File: src/rtl/div_unit.sv
// Radix-2 restoring divider (DIV/DIVU) for the EX stage; produces {remainder, quotient}.
// WIDTH+1 cycles from start to ready (1 for a zero divisor); stall_o holds F/D/E until the ready cycle.
module div_unit #(
  parameter int WIDTH = 32
) (
  input  logic               clk,
  input  logic               rst,
  input  logic               start_i,
  input  logic               signed_i,
  input  logic [WIDTH-1:0]   opdata1_i,
  input  logic [WIDTH-1:0]   opdata2_i,
  input  logic               annul_i,
  output logic [2*WIDTH-1:0] result_o,
  output logic               ready_o,
  output logic               stall_o,
  output logic               dbz_o
);

  localparam int CW = (WIDTH > 1) ? $clog2(WIDTH) : 1;

  typedef enum logic [1:0] {IDLE, BUSY, DONE} state_t;

  state_t             state_q, state_d;
  logic [CW-1:0]      count_q, count_d;
  logic [WIDTH-1:0]   rem_q, rem_d;
  logic [WIDTH-1:0]   dvd_q, dvd_d;
  logic [WIDTH-1:0]   dvs_q, dvs_d;
  logic               neg_q_q, neg_q_d;
  logic               neg_r_q, neg_r_d;
  logic [2*WIDTH-1:0] result_q, result_d;
  logic               dbz_q, dbz_d;

  logic [WIDTH:0]     shifted, diff;
  logic               qbit;
  logic [WIDTH-1:0]   rem_step, quo_step, rem_fix, quo_fix;
  logic               op1_neg, op2_neg;
  logic [WIDTH-1:0]   op1_abs, op2_abs;

  // One restoring step; the quotient accumulates into the dividend register as it shifts out.
  always_comb begin
    shifted  = {rem_q, dvd_q[WIDTH-1]};
    diff     = shifted - {1'b0, dvs_q};
    qbit     = ~diff[WIDTH];
    rem_step = qbit ? diff[WIDTH-1:0] : shifted[WIDTH-1:0];
    quo_step = {dvd_q[WIDTH-2:0], qbit};
    quo_fix  = neg_q_q ? -quo_step : quo_step;
    rem_fix  = neg_r_q ? -rem_step : rem_step;
  end

  always_comb begin
    op1_neg = signed_i & opdata1_i[WIDTH-1];
    op2_neg = signed_i & opdata2_i[WIDTH-1];
    op1_abs = op1_neg ? -opdata1_i : opdata1_i;
    op2_abs = op2_neg ? -opdata2_i : opdata2_i;
  end

  always_comb begin
    state_d  = state_q;
    count_d  = count_q;
    rem_d    = rem_q;
    dvd_d    = dvd_q;
    dvs_d    = dvs_q;
    neg_q_d  = neg_q_q;
    neg_r_d  = neg_r_q;
    result_d = result_q;
    dbz_d    = dbz_q;
    stall_o  = 1'b0;

    case (state_q)
      IDLE: begin
        if (start_i && !annul_i) begin
          stall_o = 1'b1;
          if (opdata2_i == '0) begin
            state_d  = DONE;
            result_d = {opdata1_i, {WIDTH{1'b1}}};
            dbz_d    = 1'b1;
          end else begin
            state_d = BUSY;
            count_d = '0;
            rem_d   = '0;
            dvd_d   = op1_abs;
            dvs_d   = op2_abs;
            neg_q_d = op1_neg ^ op2_neg;
            neg_r_d = op1_neg;
          end
        end
      end
      BUSY: begin
        stall_o = 1'b1;
        if (annul_i) begin
          state_d = IDLE;
        end else begin
          rem_d   = rem_step;
          dvd_d   = quo_step;
          count_d = count_q + 1'b1;
          if (count_q == CW'(WIDTH - 1)) begin
            state_d  = DONE;
            result_d = {rem_fix, quo_fix};
            dbz_d    = 1'b0;
          end
        end
      end
      DONE: begin
        state_d = IDLE;
      end
      default: begin
        state_d = IDLE;
      end
    endcase
  end

  always_ff @(posedge clk) begin
    if (rst) begin
      state_q  <= IDLE;
      count_q  <= '0;
      rem_q    <= '0;
      dvd_q    <= '0;
      dvs_q    <= '0;
      neg_q_q  <= 1'b0;
      neg_r_q  <= 1'b0;
      result_q <= '0;
      dbz_q    <= 1'b0;
    end else begin
      state_q  <= state_d;
      count_q  <= count_d;
      rem_q    <= rem_d;
      dvd_q    <= dvd_d;
      dvs_q    <= dvs_d;
      neg_q_q  <= neg_q_d;
      neg_r_q  <= neg_r_d;
      result_q <= result_d;
      dbz_q    <= dbz_d;
    end
  end

  assign result_o = result_q;
  assign ready_o  = (state_q == DONE);
  assign dbz_o    = (state_q == DONE) & dbz_q;

endmodule

File: config.mk
export PLATFORM = sky130hd
export DESIGN_NAME = div_unit
export DESIGN_NICKNAME = d
export VERILOG_FILES = /design/src/rtl/div_unit.sv
export SDC_FILE = /design/constraint.sdc
export NUM_CORES = 1
export LEC_CHECK = 0
export CORE_MARGIN = 2
export CORE_UTILIZATION = 45
export DETAILED_ROUTE_END_ITERATION = 10
export PLACE_DENSITY = 0.71
export SYNTH_ARGS = -nofsm -noshare
export SYNTH_HDL_FRONTEND = slang
export SYNTH_SLANG_ARGS = --single-unit
export TNS_END_PERCENT = 50
File: constraint.sdc
create_clock -name clk -period 6.7 [get_ports clk]
set_input_delay 1.34 -clock clk [delete_from_list [all_inputs] [get_ports clk]]
set_output_delay 1.34 -clock clk [all_outputs]
set_load 0.005 [all_outputs]
==> results.toml <==
[drt]
drc = 0
wl_per_cell_um = 18.0
wl_mm = 35.9
vias = 11700
drt-initial-drc-count = 934
drt-pass1-iter-count = 5
vias_per_cell = 5.91
ant_nets = 0

[setup_path]
r2r-end = "result_o[62]"
cp_slowest_cell = "fa_1"
required_ns = 7.00
reg2reg_slack_ns = 1.38
max_stage_delay_ns = 0.46
crit_type = "reg -> reg"
crit_buf_inv = 3
crit_arrival_ns = 5.61
end_kind = "flip-flop"
worstSetupStartpointType = "flip-flop"
reg2reg_depth = 21
cp_max_fo = 9
path_cells = "inv_1 > ha_1 > inv_1 > fa_1 > a211oi_2 > nor3_2 > o211a_1 > o21a_1 > o21a_1 > nor2_4 > inv_4 > a21oi_1 > ha_1 > o2111ai_1 > a211oi_1 > nor3b_1 > a41oi_1 > or3_1 > o31ai_1 > xnor2_1 > o22ai_1"
critical-path-top-delay-family = "compound AO/OA/AOI/OAI gates"
reg2reg_from = "dvd_q[31]"

[pwr]
power_switching_w = 0.000879
design_power_total_w = 0.00266
ir_drop_v = 0.000157
p_seq_share_pct = 40.6
powerDensity_nw_per_um2 = 191
switching_share_pct = 33.0
internal_power_w = 0.00178
clock_power_share_pct = 37.5
p_leak_nw = 5.18
combPwrFrac_pct = 21.9

[synth]
yosys_warnings = 0
synth_cell_type_count = 86
synth-seq-cells = 170
yosys.area.top_type = "dfxtp_1"
synth-seq-area-share_pct = 28.7
synth_edf_count = 0
syn_inst = 1580
yosys_most_used_dff = "dfxtp_1"
synth_commonest_cells = "nor2_1 (254), dfxtp_1 (170), nand2_1 (129)"
synth.most_common_cell = "nor2_1"
syn-cell-area_um2 = 11900
syn-mean-instance-area_um2 = 7.50
syn_nets = 1688
synthTopCellsByArea = "dfxtp_1 (29%), nor2_1 (8.0%), a211oi_1 (5.8%)"
synth_top_area_share_pct = 28.7
async_flop_share_pct = 0

[timing]
fin_skew_ns = 0.0117
timing.fmax_ghz = 0.188
worst_pin_slew_ns = 1.08
setup_viol = 0
timing.final.crit_share_pct = 79.3
slew_viol_final = 0
rsz0062_at_grt = "no"
hold_violations = 0
max-slew-margin-rel_pct = 28.0
setup_tns_ns = 0
finalCriticalPeriod_ns = 5.32

[flow_run]
cap_violations = 0

[global_route]
grt_util_all_layers_pct = 25.5
overflow = 0
grt_pass1_wl_mm = 57.4
antenna_found_initial = 0
grt_max_degree = 95
first_global_vias = 10700

[hold_path]
min_from = "dvs_q[31]"
min_to = "dvs_q[31]"
whs_path_depth = 2
hold_path_class = "reg -> reg"

[die]
die_w_um = 166
die_area_um2 = 27700
io_pins = 136
initial_utilization_pct = 45.6
fp-row-count = 59
core_area_um2 = 26000
dieHeight_um = 166

[clock_tree]
post_cts_buffers = 0
htreeDepth = 4
clock_path_buffers = 2
numCtsBuffers = 17
cts_tree = "built"
cts_resized = 0
cts_hold_buf = 0
path_clk_slew_ns = 0.07
clock-sinks = 170
cts-root-buf = "clkbuf_16"
insertion_delay_ns = 0.44

[final_layout]
fill_cells = 2493
drive_gt1_share_pct = 4.72
final_util_pct = 53.5
layout.nets = 1748
syn2layout_area_growth_pct = 17.2
diodes = 0
fin_cells = 1988

[place]
dp.cells = 1956
io_buffers = 135
place_hpwl_mm = 27.3
gp_congestion = 0.914

[outcome]
outcome = "finished clean"
## worst max-delay path by stage
| stage | to | startpoint | depth (start not counted) | slack (ns) |
|---|---|---|---|---|
| 6_report | result_o[62] | dvd_q[31] | 21 | 1.38 |
| 5_1_grt | result_o[62] | dvd_q[31] | 20 | 0.99 |
| 3_3_place_gp | result_o[62] | dvd_q[31] | 21 | 1.59 |
| 4_1_cts | result_o[62] | dvd_q[31] | 21 | 1.38 |
| 3_5_place_dp | result_o[62] | dvd_q[31] | 21 | 1.41 |
| 2_1_floorplan | result_o[62] | dvd_q[31] | 25 | 1.69 |
## power groups by stage
stage	Clock, W	Sequential, W	Combinational [W]
final	0.000999	0.00108	0.000582
after global routing	0.00106	0.00108	0.000640
after CTS	0.00101	0.00108	0.000576
after detailed placement	0	0.00110	0.000574
after global placement	0	0.00110	0.000567
after floorplan	0	0.00109	0.000396
## placed cells by master, fill, tap and decap left out, drive strengths merged, types with 4 or more instances in the layout
cell           count
a311oi            25
nor3b              5
xnor2             55
nor2             255
or4               12
clkinv             6
nand3             29
a31oi             14
nand3b             4
a22oi             23
o211ai            10
a211oi            93
nor4              19
nor3              29
o31ai             25
inv               59
a21boi             4
or2                4
dfxtp            170
a21oi            126
mux2i             21
and2              14
nor2b             15
a21o              17
nand2b             6
o2111ai            4
nand2            129
clkdlybuf4s50    134
or3               16
ha                38
and3              18
buf               14
o41ai             19
o22ai              8
mux2               6
xor2              78
clkbuf            17
nand4              6
o21ai             79
o21a               9
## worst reg2reg max path, cell delays in order, from the launching register on
cell and delay (ns):
dfxtp_1 0.33, inv_1 0.08, ha_1 0.17, inv_1 0.06
fa_1 0.46, a211oi_2 0.28, nor3_2 0.11, o211a_1 0.26
o21a_1 0.23, o21a_1 0.33, nor2_4 0.27, inv_4 0.05
a21oi_1 0.32, ha_1 0.24, o2111ai_1 0.11, a211oi_1 0.25
nor3b_1 0.35, a41oi_1 0.33, or3_1 0.47, o31ai_1 0.26
xnor2_1 0.16, o22ai_1 0.08
## registers in the layout, summed over array words and instances (netlist names)
signal and count:
neg_r_q 1, result_o 64, dvd_q 32, rem_q 32, dbz_q 1, dvs_q 32
neg_q_q 1, count_q 5, state_q 2
## cell type report
class                      count  area (um2)  area share [%]
multi-input combinational   1253        7830            56.3
sequential                   170        3400            24.5
timing repair buffer         148        1460            10.5
clock buffer                  17         425            3.06
tap                          335         419            3.02
inverter                      50         190            1.37
clock inverter                15         171            1.23
## per-layer routing
layer,up-vias,global-route usage [%],routed length (um)
met4,0,9.48,1200
met1,5416,35.9,17000
met3,50,3.91,2150
li1,5857,-,-
met2,422,39.4,15500
met5,-,0,0
## metrics by stage
stage                     setup WS [ns]  area [um2]  hold WS (ns)
after floorplan                    1.69       11900         0.432
after global placement             1.59       13300         0.444
after CTS                          1.38       13900         0.466
after detailed placement           1.41       13300         0.458
after global routing              0.986       13900         0.496
final                              1.38       13900         0.461
## cell families after synthesis
logic type / Yosys count / synth area share [%]
xor+xnor: 133 / 9.83
flops: 170 / 28.7
fa+ha+maj: 39 / 4.18
mux: 27 / 2.34
compound gates: 485 / 27.4
simple gates: 569 / 22.1
buf+inv: 157 / 5.46
(Power assumes the default switching activity.)
